## config.mk

```make
export PLATFORM = sky130hd
export DESIGN_NAME = uart_rx_cmd_decoder
export DESIGN_NICKNAME = d
export VERILOG_FILES = /design/src/rtl/uart_rx_cmd_decoder.sv
export SDC_FILE = /design/constraint.sdc
export NUM_CORES = 1
export LEC_CHECK = 0
export ABC_AREA = 1
export BUFFER_PORTS_ARGS = -buffer_cell sky130_fd_sc_hd__clkbuf_2
export CAP_MARGIN = 20
export CELL_PAD_IN_SITES_DETAIL_PLACEMENT = 1
export CELL_PAD_IN_SITES_GLOBAL_PLACEMENT = 2
export CORE_MARGIN = 5
export CORE_UTILIZATION = 34
export CTS_CLUSTER_SIZE = 24
export DETAILED_ROUTE_END_ITERATION = 10
export HOLD_SLACK_MARGIN = 0.05
export MAX_ROUTING_LAYER = met4
export PLACE_DENSITY = 0.76
export SETUP_SLACK_MARGIN = 0.5
export SLEW_MARGIN = 20
export SYNTH_ARGS = -nofsm -noshare
export SYNTH_HDL_FRONTEND = slang
export SYNTH_SLANG_ARGS = --single-unit
```

## constraint.sdc

```tcl
create_clock -name CLK -period 2.85 [get_ports CLK]
set_input_delay 0.57 -clock CLK [delete_from_list [all_inputs] [get_ports CLK]]
set_output_delay 0.57 -clock CLK [all_outputs]
set_load 0.01 [all_outputs]
```

## src/rtl/uart_rx_cmd_decoder.sv

```systemverilog
// Command frame decoder behind the UART receive core: assembles SYNC/ADDR/DATA_H/DATA_L/CSUM
// frames, validates them and issues one-cycle register write/read strobes.
module uart_rx_cmd_decoder #(
  parameter logic [7:0]  SYNC_BYTE      = 8'hA5,
  parameter int unsigned TIMEOUT_CYCLES = 50000,
  parameter int unsigned TIMEOUT_WIDTH  = 16
) (
  input  logic        CLK,
  input  logic        RST_N,
  input  logic        iDE,
  input  logic [7:0]  iDATA,
  input  logic        iPARITY_ERROR,
  input  logic        iRETRY,
  input  logic        iCLEAR_ERR,
  output logic        oWE,
  output logic        oRE,
  output logic [6:0]  oADDR,
  output logic [15:0] oWDATA,
  output logic        oFRAME_ERR,
  output logic [7:0]  oERR_COUNT
);

  // state   | meaning
  // ST_HUNT | idle, waiting for SYNC_BYTE
  // ST_ADDR | expecting R/nW + address byte
  // ST_DATH | expecting DATA_H
  // ST_DATL | expecting DATA_L
  // ST_CSUM | expecting checksum byte
  typedef enum logic [2:0] {
    ST_HUNT,
    ST_ADDR,
    ST_DATH,
    ST_DATL,
    ST_CSUM
  } state_t;

  localparam bit TO_EN = (TIMEOUT_CYCLES != 0);
  localparam logic [TIMEOUT_WIDTH-1:0] TO_LAST =
    TIMEOUT_WIDTH'((TIMEOUT_CYCLES == 0) ? 0 : (TIMEOUT_CYCLES - 1));

  state_t                   state, state_nxt;
  logic [7:0]               acc;
  logic [7:0]               addr_q;
  logic [7:0]               dath_q;
  logic [7:0]               datl_q;
  logic [TIMEOUT_WIDTH-1:0] to_cnt;

  logic       good_byte;
  logic       bad_byte;
  logic       timeout_hit;
  logic [7:0] csum_sum;
  logic       accept;
  logic       abort;

  assign good_byte = iDE & ~iPARITY_ERROR & ~iRETRY;
  assign bad_byte  = (iDE & iPARITY_ERROR) | iRETRY;
  assign csum_sum  = acc + iDATA;

  // Timeout fires on the idle cycle that would take the counter to TIMEOUT_CYCLES;
  // a byte in that same cycle wins because the term requires iDE=0.
  assign timeout_hit = TO_EN && (state != ST_HUNT) && !iDE && (to_cnt == TO_LAST);

  always_ff @(posedge CLK or negedge RST_N) begin
    if (!RST_N) state <= ST_HUNT;
    else        state <= state_nxt;
  end

  always_comb begin
    state_nxt = state;
    accept    = 1'b0;
    abort     = 1'b0;
    if (state == ST_HUNT) begin
      if (good_byte && (iDATA == SYNC_BYTE)) state_nxt = ST_ADDR;
    end else if (bad_byte || timeout_hit) begin
      abort     = 1'b1;
      state_nxt = ST_HUNT;
    end else if (good_byte) begin
      case (state)
        ST_ADDR: state_nxt = ST_DATH;
        ST_DATH: state_nxt = ST_DATL;
        ST_DATL: state_nxt = ST_CSUM;
        ST_CSUM: begin
          state_nxt = ST_HUNT;
          if (csum_sum == 8'h00) accept = 1'b1;
          else                   abort  = 1'b1;
        end
        default: state_nxt = ST_HUNT;
      endcase
    end
  end

  always_ff @(posedge CLK or negedge RST_N) begin
    if (!RST_N) begin
      acc    <= 8'h00;
      addr_q <= 8'h00;
      dath_q <= 8'h00;
      datl_q <= 8'h00;
    end else if (good_byte && !timeout_hit) begin
      case (state)
        ST_ADDR: begin
          addr_q <= iDATA;
          acc    <= iDATA;
        end
        ST_DATH: begin
          dath_q <= iDATA;
          acc    <= csum_sum;
        end
        ST_DATL: begin
          datl_q <= iDATA;
          acc    <= csum_sum;
        end
        default: ;
      endcase
    end
  end

  always_ff @(posedge CLK or negedge RST_N) begin
    if (!RST_N)                          to_cnt <= '0;
    else if (iDE || (state == ST_HUNT))  to_cnt <= '0;
    else                                 to_cnt <= to_cnt + 1'b1;
  end

  always_ff @(posedge CLK or negedge RST_N) begin
    if (!RST_N) begin
      oWE        <= 1'b0;
      oRE        <= 1'b0;
      oADDR      <= 7'h00;
      oWDATA     <= 16'h0000;
      oFRAME_ERR <= 1'b0;
    end else begin
      oWE        <= accept & ~addr_q[7];
      oRE        <= accept &  addr_q[7];
      oFRAME_ERR <= abort;
      if (accept) begin
        oADDR  <= addr_q[6:0];
        oWDATA <= {dath_q, datl_q};
      end
    end
  end

  // A clear coinciding with an abort leaves exactly that one abort counted.
  always_ff @(posedge CLK or negedge RST_N) begin
    if (!RST_N)                             oERR_COUNT <= 8'h00;
    else if (iCLEAR_ERR)                    oERR_COUNT <= abort ? 8'h01 : 8'h00;
    else if (abort && oERR_COUNT != 8'hFF)  oERR_COUNT <= oERR_COUNT + 8'h01;
  end

endmodule

```

==> impl_metrics.yaml, run 1 <==
cts:
  cts_tree: "yes"
  cts-htree-levels: 3
  cts_sinks: 85
  cts_root_buf: "clkbuf_16"
  clk_pin_slew_ns: 0.07
  clockBufferDepth: 2
  cts_made_buffers: 9
  insertion_delay_ns: 0.34
  ctsHoldBuffers: 0
die:
  num_rows: 39
  die_w_um: 119
  coreArea_mm2: 0.0116
  pin_count: 48
  dieHeight_um: 119
  dieArea_mm2: 0.0142
  initial_core_util_pct: 35.0
critical_path:
  end_kind: "register"
  path_max_fanout: 7
  worstPathRequired_ns: 3.07
  rrSetupSlack_ns: 0.66
  cp-start-kind: "register"
  critPathBufInv: 1
  cp-startpoint: "acc[0]"
  r2r_cells: 14
  timing.critical_path.mode_cell: "nand2_1"
  critical_path_arrival_ns: 2.42
  crit_cells: 14
  cp_slowest_cell: "fa_2"
  crit_family: "simple AND/OR/NAND/NOR gates"
  worstReg2RegEnd: "oERR_COUNT[2]"
  r2r-start: "acc[0]"
  timing.critical_path.to: "oERR_COUNT[2]"
  crit_type: "register to register"
  cpPeakStageDelay_ns: 0.54
  crit_chain: "ha_2, inv_2, fa_2, nand2_1, nor2_2, nand3_2, nor2_1, nand2_1, nand2_2, nand2_4, nand2_8, nand2_8, nand2_1, nand2_1"
yosys:
  synth_commonest_cells: "nand2_1 (156), dfrtp_1 (85), inv_1 (49), nand3_1 (47), o21ai_0 (44)"
  ys_dominant_reg_cell: "dfrtp_1"
  async_flop_share_pct: 100
  synth_edf_count: 0
  synth.cell_area_mm2: 0.00405
  synth_cells: 499
  yosysWarnings: 0
  synth_cell_types: 29
  synth_top_area_share_pct: 52.5
  ys_seq_elements: 85
  yosys.area.top_type: "dfrtp_1"
  synthTopCellsByArea: "dfrtp_1 (52%), nand2_1 (14%), nand3_1 (5.8%), o21ai_0 (5.4%), inv_1 (4.5%)"
  yosys.cell_count.top_type: "nand2_1"
  seq_area_frac_synth_pct: 52.5
  syn-num-nets: 523
  avgSynthCellArea_um2: 8.12
sta:
  final_max_slew_viol_count: 0
  slew_headroom_pct: 58.9
  setup_viol: 0
  min_period_over_period_pct: 77.0
  clock.fmax_ghz: 0.456
  finalHoldViolCount: 0
  tightestPinTransition_ns: 0.617
  rsz0062_at_grt: "no"
  finalCriticalPeriod_ns: 2.19
  fin_skew_ns: 0.00892
  finalSetupTns_ns: 0
detailed_routing:
  wl_per_cell_um: 15.2
  top_layer: "met4"
  drt-pass1-iter-count: 5
  ant_nets: 0
  vias: 3478
  met1_length_um: 5120
  vias_per_cell: 4.95
  finalWirelength_um: 10700
  met2_length_um: 5060
  drc: 0
  met3_wirelength_um: 373
  drtIter0Drc: 191
finish:
  nets: 579
  n_fill_cell: 1429
  antenna_cells: 0
  drive_gt1_share_pct: 16.6
  syn_to_final_growth_pct: 19.8
  utilization_pct: 42.0
pwr:
  leakagePower_nw: 2.55
  powerDensity_mw_per_mm2: 782
  peakVddDrop_mv: 0.248
global_route:
  grt_overflow: 0
  grt_max_degree: 47
  grtUsageTotal_pct: 16.3
  grt_pass1_wl_um: 18200
  grt_pass1_vias: 3662
  antenna_found_initial: 0
placement:
  gp_congestion: 0.836
  io_buffers: 47
  dp_hpwl_um: 7650
run_status:
  status: "finished clean"
hold_path:
  hold_class: "primary input to async pin"
run:
  max-cap-violations: 0
placed cells by master (no fill, tap or decap), drive strengths merged:
cell      instances
xnor2             2
clkbuf           56
nand4            10
a211oi            2
nand3            47
a21oi            18
nor4              2
and3              2
buf               9
or2               2
xor2              2
nand2           160
nor3              9
o21ai            44
clkinv            6
nor3b             3
dfrtp            85
clkinvlp          2
fa                1
nor2             33
o211ai            1
inv              53
ha                9
a31oi             2
layer usage:
layer / up-vias / GRT usage (%)
met1: 1687 / 21.0
met2: 49 / 25.3
met4: 0 / 4.85
met3: 10 / 4.17
met5: - / -
li1: 1732 / -
cell type report:
cell class	count	area, um^2	share of cell area (%)
sequential	85	2130	43.8
multi-input combinational	349	1740	35.9
timing repair buffer	55	314	6.47
clock buffer	10	239	4.92
inverter	55	206	4.25
tap	143	179	3.69
clock inverter	6	46.3	0.954
sequential cells by signal (all words and copies together), names as in the netlist:
register,flops
oWDATA,16
to_cnt,16
acc,8
addr_q,8
dath_q,8
datl_q,8
oERR_COUNT,8
oADDR,7
state,3
oFRAME_ERR,1
oRE,1
oWE,1
power by group:
part | switching [W] | internal (W)
clock network | 0.000502 | 0.000619
logic | 0.000700 | 0.000397
registers | 0.000154 | 0.00142
total | 0.00136 | 0.00244
through the flow:
step | worst slack [ns] | instances | hold WS (ns) | total power [W] | instance area [um^2]
after floorplan | 0.533 | 499 | 0.274 | 0.00228 | 4050
after global placement | 0.236 | 685 | 0.447 | 0.00258 | 4490
after detailed placement | 0.177 | 685 | 0.459 | 0.00262 | 4490
after CTS | 0.526 | 701 | 0.254 | 0.00378 | 4780
after global routing | 0.502 | 703 | 0.282 | 0.00410 | 4850
final | 0.657 | 703 | 0.237 | 0.00379 | 4850
worst min path at each step:
stage	start	endpoint	slack, ns	cells after the start
finish	RST_N	oWDATA[13]	0.24	1
global route	RST_N	oWDATA[13]	0.28	1
CTS	RST_N	oWDATA[11]	0.25	1
detailed placement	oWDATA[5]	oWDATA[5]	0.46	2
global placement	to_cnt[0]	to_cnt[0]	0.45	1
floorplan	RST_N	acc[0]	0.27	0
timing repair:
item	4_1_cts	5_1_grt
setup buffers	0	1
pin swaps	0	6
gates cloned	0	1
endpoints found under the setup margin	7	33
gates resized for setup	1	16
cell families (layout without fill, tap and decap cells):
group | after synthesis | in the layout | synth area share (%)
xor+xnor | 4 | 4 | 0.865
buf+inv | 66 | 126 | 6.24
flops | 85 | 85 | 52.5
simple gates | 267 | 268 | 28.6
fa+ha+maj | 10 | 10 | 3.27
compound gates | 67 | 67 | 8.52
(Power assumes the default switching activity.)
==> run 2, diff against run 1 <==
CORE_UTILIZATION = 31   (was 34)
PLACE_DENSITY = 0.73   (was 0.76)
clock period = 2 ns   (was 2.85 ns; I/O delays follow)
==> run 2 against run 1 <==
Against the previous run: the flow now finishes with violations (setup timing); fmax grew 1.1%; setup slack lost 0.83 ns; sequential share of layout area shrank 6.9 points; critical path type unchanged; largest cell class is now multi-input combinational cells; highest routed layer unchanged.
==> impl_metrics.yaml, run 2 (synthesized netlist as in run 1, its figures left out) <==
critical_path:
  cpPeakStageDelay_ns: 0.40
  path_max_fanout: 7
  timing.critical_path.mode_cell: "nand2_2"
  crit_type: "register to register"
  rrSetupSlack_ns: -0.17
  worstReg2RegEnd: "oERR_COUNT[4]"
  crit_chain: "ha_4, inv_2, fa_2, buf_4, xnor2_4, nor2_2, nand3_2, nor2_2, nand2_2, nand2_2, nand2_4, nand2_8, nand2_8, nand2_2, nand2_1"
  end_kind: "register"
  crit_family: "simple AND/OR/NAND/NOR gates"
  cp_slowest_cell: "dfrtp_1"
  worstPathRequired_ns: 2.22
  r2r-start: "acc[0]"
  cp-start-kind: "register"
  r2r_cells: 15
  critPathBufInv: 2
  critical_path_arrival_ns: 2.39
placement:
  dp_hpwl_um: 7980
  io_buffers: 47
  placed_area_mm2: 0.00476
  gp_congestion: 0.753
finish:
  syn_to_final_growth_pct: 42.3
  design_area_mm2: 0.00577
  utilization_pct: 45.3
  multiInputGateArea_mm2: 0.00217
  antenna_cells: 0
  largestRegisters: "oWDATA (16), to_cnt (16)"
  layout_commonest_cell: "nand2_1"
  drive_gt1_share_pct: 36.9
  nets: 627
  seq_area_mm2: 0.00213
  n_fill_cell: 1553
  layout_common_cells: "nand2_1 (122), dfrtp_1 (82), clkbuf_2 (46), inv_1 (39), buf_4 (39)"
pwr:
  p_int_w: 0.00411
  swShare_pct: 35.6
  power_frac_seq_pct: 36.0
  switchingPower_w: 0.00227
  power_frac_clock_pct: 26.1
  powerDensity_mw_per_mm2: 1110
  combPwrFrac_pct: 37.9
  total_power_w: 0.00638
  peakVddDrop_mv: 0.466
  leakagePower_nw: 2.89
hold_path:
  whs_endpoint: "state[1]"
  hold_class: "primary input to register"
  hold_path.startpoint: "iRETRY"
  whs_path_depth: 4
sta:
  rsz0062_at_grt: "yes"
  min_period_over_period_pct: 108
  setup_viol: 34
  clock.fmax_ghz: 0.461
  fin_skew_ns: 0.00683
  finalHoldViolCount: 0
  finalSetupTns_ns: -4.52
  final_max_slew_viol_count: 0
  finalWorstSetupSlack_ns: -0.169
  slew_headroom_pct: 73.1
  finalCriticalPeriod_ns: 2.17
  timing.hold.ws_ns: 0.431
  tightestPinTransition_ns: 0.404
cts:
  clk_pin_slew_ns: 0.06
  cts_tree: "yes"
  cts-htree-levels: 3
  clockBufferDepth: 2
  cts_made_buffers: 9
  cts_sinks: 85
  cts_root_buf: "clkbuf_16"
  insertion_delay_ns: 0.34
detailed_routing:
  drc: 0
  finalWirelength_um: 11400
  vias: 3688
  wl_per_cell_um: 14.6
  drt-pass1-iter-count: 4
  vias_per_cell: 4.73
  ant_nets: 0
  drtIter0Drc: 213
run:
  max-cap-violations: 0
global_route:
  antenna_found_initial: 0
  grt_pass1_wl_um: 19400
  grtUsageTotal_pct: 15.5
  grt_pass1_vias: 3940
  grt_max_degree: 45
  grt_overflow: 0
die:
  coreArea_mm2: 0.0127
  dieHeight_um: 124
  die_w_um: 124
  dieArea_mm2: 0.0155
  initial_core_util_pct: 31.9
  pin_count: 48
  num_rows: 41
run_status:
  violations: "setup timing"
  status: "finished with violations"
==> run 2: cell count changes in the layout (fill, tap and decap cells not counted), moves of 13 or more <==
cell,delta
nor2_1,-13
o21ai_0,-13
buf_4,+32
nand2_2,+22
buf_6,+14
nand2_1,-29
==> run 2: layout make-up <==
type                            instances  share of cell area, %
Multi-Input combinational cell        349                   37.7
Sequential cell                        85                   36.9
Timing Repair Buffer                  103                   12.9
Clock buffer                           10                   3.97
Inverter                               55                   3.77
Tap cell                              172                   3.73
Clock inverter                          5                   1.06
==> run 2: how the worst max path moves through the flow <==
stage	cells past startpoint	start	to	slack, ns
2_1_floorplan	17	iDATA[0]	oERR_COUNT[5]	0.007
3_3_place_gp	18	iDATA[0]	oERR_COUNT[7]	-0.34
3_5_place_dp	18	iDATA[0]	oERR_COUNT[5]	-0.42
4_1_cts	14	acc[0]	oERR_COUNT[4]	-0.23
5_1_grt	15	acc[0]	oWDATA[9]	-0.29
6_report	15	acc[0]	oERR_COUNT[4]	-0.17
==> run 2: worst reg2reg max path, stage by stage, from the launching register on <==
cell and delay (ns):
dfrtp_1 0.40, ha_4 0.16, inv_2 0.03, fa_2 0.34, buf_4 0.16, xnor2_4 0.14
nor2_2 0.09, nand3_2 0.07, nor2_2 0.11, nand2_2 0.08, nand2_2 0.09, nand2_4 0.09
nand2_8 0.11, nand2_8 0.08, nand2_2 0.07, nand2_1 0.05
==> run 2: timing repair <==
item | 4_1_cts | 5_1_grt
hold buffers | 1 | 0
endpoints found under the setup margin | 52 | 65
resized for setup | 59 | 76
cloned | 2 | 0
endpoints found under the hold margin | 28 | 0
pin swaps | 29 | 35
setup buffers | 12 | 11
==> run 2: metal layers <==
metal | vias up | track usage (%) | share of wire [%] | wire length, um
met5 | - | - | 0 | 0
met4 | 0 | 4.45 | 1.3 | 147
met3 | 10 | 3.30 | 2.6 | 299
met2 | 45 | 24.9 | 50 | 5660
met1 | 1800 | 19.9 | 46 | 5280
li1 | 1833 | - | - | -
==> run 2: metrics by stage <==
| step | setup WS (ns) | cells |
|---|---|---|
| floorplan | 0.00676 | 499 |
| global placement | -0.344 | 738 |
| detailed placement | -0.418 | 738 |
| CTS | -0.229 | 768 |
| global route | -0.291 | 779 |
| finish | -0.169 | 779 |
==> run 2: power by group through the flow <==
stage	Clock (W)	Sequential, W	Combinational [W]
global route	0.00178	0.00234	0.00271
floorplan	0	0.00224	0.00105
detailed placement	0	0.00229	0.00166
global placement	0	0.00228	0.00161
finish	0.00166	0.00230	0.00242
CTS	0.00171	0.00228	0.00189
==> run 3, diff against run 2 <==
ABC_AREA = 0   (was 1)
CORE_UTILIZATION = 35   (was 31)
==> run 3 against run 2 <==
Against the previous run: the run still ends with setup timing left; area after synthesis is 4.2% higher; sequential power down 25%; cell count fell by 16%; via count fell by 11%; global-route usage rose by 1.7 points; die area is 7.1% lower; critical path type unchanged; critical endpoint is now oWDATA[8]; highest routed layer unchanged.
==> impl_metrics.yaml, run 3 <==
run_status:
  status: "finished with violations"
  violations: "setup timing"
sta:
  clock.fmax_ghz: 0.366
  setup_viol: 36
  rsz0062_at_grt: "yes"
  finalHoldViolCount: 0
  final_max_slew_viol_count: 0
  fin_skew_ns: 0.00911
  tightestPinTransition_ns: 0.531
  min_period_over_period_pct: 137
  finalCriticalPeriod_ns: 2.73
  slew_headroom_pct: 64.5
  finalWorstSetupSlack_ns: -0.730
finish:
  largestRegisters: "oWDATA (16), to_cnt (16)"
  syn_to_final_growth_pct: 43.7
  n_fill_cell: 1276
  antenna_cells: 0
  utilization_pct: 50.9
  nets: 523
  drive_gt1_share_pct: 51.8
  layout_common_cells: "dfrtp_1 (85), buf_4 (70), clkbuf_2 (46), mux2_4 (41), nor2_1 (32)"
  layout_commonest_cell: "dfrtp_1"
yosys:
  avgSynthCellArea_um2: 11.5
  yosysWarnings: 0
  seq_area_frac_synth_pct: 50.4
  yosys.area.top_type: "dfrtp_1"
  synth-adder-area-share_pct: 3.14
  synthXorXnorAreaFrac_pct: 3.53
  ys_dominant_reg_cell: "dfrtp_1"
  synthTopCellsByArea: "dfrtp_1 (50%), mux2_4 (7.1%), mux2_2 (6.4%), nor2_1 (3.4%), ha_1 (2.7%)"
  synth_top_family_by_area: "multiplexers"
  yosys.cell_count.top_type: "dfrtp_1"
  ys_seq_elements: 85
  synth_cell_types: 47
  synth_top_area_share_pct: 50.4
  synthMuxAreaShare_pct: 16.8
  synth-compound-area-share_pct: 7.91
  syn-num-nets: 392
  synth.cell_area_mm2: 0.00422
  synth_edf_count: 0
  yosys.area_share.simple_pct: 14.8
  async_flop_share_pct: 100
  synth_cells: 368
  synth_commonest_cells: "dfrtp_1 (85), nor2_1 (38), nand2_1 (28), mux2_2 (24)"
detailed_routing:
  wl_per_cell_um: 17.6
  finalWirelength_um: 11500
  drtIter0Drc: 119
  drt-pass1-iter-count: 4
  vias: 3283
  ant_nets: 0
  drc: 0
  vias_per_cell: 5.04
pwr:
  powerDensity_mw_per_mm2: 588
  peakVddDrop_mv: 0.331
  leakagePower_nw: 2.94
critical_path:
  end_kind: "register"
  critical_path_arrival_ns: 2.96
  worstPathRequired_ns: 2.23
  path_max_fanout: 12
  crit_type: "register to register"
  cp-start-kind: "register"
  rrSetupSlack_ns: -0.73
placement:
  io_buffers: 47
  preCtsSetupSlack_ns: -0.952
  gp_congestion: 0.803
  dp_hpwl_um: 8090
cts:
  cts-htree-levels: 3
  clk_pin_slew_ns: 0.07
  insertion_delay_ns: 0.35
  cts_sinks: 85
  cts_made_buffers: 9
  cts_root_buf: "clkbuf_16"
  cts_tree: "yes"
  clockBufferDepth: 2
die:
  initial_core_util_pct: 35.4
  pin_count: 48
  die_w_um: 120
  num_rows: 40
  coreArea_mm2: 0.0119
  dieHeight_um: 120
  dieArea_mm2: 0.0144
global_route:
  grtUsageTotal_pct: 17.3
  grt_overflow: 0
  grt_max_degree: 37
  antenna_found_initial: 0
  grt_pass1_vias: 3606
  grt_pass1_wl_um: 18900
run:
  max-cap-violations: 0
hold_path:
  hold_class: "primary input to register"
-- run 3: what timing repair did --
action	CTS	global route
pin swaps	7	23
gates cloned	1	0
hold buffers	1	0
hold endpoints to repair	34	0
endpoints found under the setup margin	55	64
gates resized for setup	31	35
setup buffers	5	5
-- run 3: per-stage QoR --
stage	std cells	total power (W)	TNS, ns	hold slack, ns	instance area (um^2)
floorplan	368	0.00183	-16.61	0.104	4480
global placement	623	0.00196	-29.67	0.395	5400
detailed placement	623	0.00197	-30.71	0.406	5400
global route	651	0.00374	-26.29	0.432	6070
finish	651	0.00356	-22.99	0.412	6070
CTS	646	0.00363	-23.31	0.410	5890
-- run 3: final cells by class --
cell class | count | area, um^2 | area share [%]
Multi-Input combinational cell | 257 | 2420 | 39.9
Sequential cell | 85 | 2130 | 35.1
Inverter | 13 | 48.8 | 0.804
Tap cell | 147 | 184 | 3.03
Timing Repair Buffer | 133 | 1010 | 16.6
Clock inverter | 6 | 51.3 | 0.846
Clock buffer | 10 | 229 | 3.77
-- run 3: final timing paths --
check,startpoint,to,cells past startpoint
setup reg to reg,acc[0],oWDATA[8],12
min in group asynchronous,RST_N,oWDATA[14],2
setup / recovery,acc[0],oWDATA[8],12
max in group asynchronous,RST_N,to_cnt[5],3
hold / removal,iCLEAR_ERR,oERR_COUNT[7],2
hold reg to reg,addr_q[7],oWE,1
-- run 3: cells by family after synthesis --
logic type	after synthesis
compound gates	53
xor+xnor	17
fa+ha+maj	10
buf+inv	26
flops	85
mux	57
simple gates	120
-- run 3: report_power, final --
part / internal (W) / switching, W
registers: 0.00172 / 0.00000346
clock network: 0.000865 / 0.000752
logic: 0.0000956 / 0.000124
-- run 3: routing by layer --
metal  vias up  GRT usage [%]  share of wire, %
met1      1659           20.3                44
met5         -              -                 0
met4         0           6.08               2.0
met3        14           3.86               2.8
li1       1560              -                 -
met2        50           29.2                51
-- run 3: worst max-delay path, stage by stage, from the launching register on --
cell and delay (ns):
dfrtp_1 0.38, ha_4 0.14, inv_2 0.03, fa_2 0.34, nand2b_4 0.17, a21oi_4 0.16
nor4_2 0.06, a311oi_2 0.22, buf_4 0.17, nand2_2 0.06, or3_4 0.39, buf_12 0.18
mux2_4 0.30
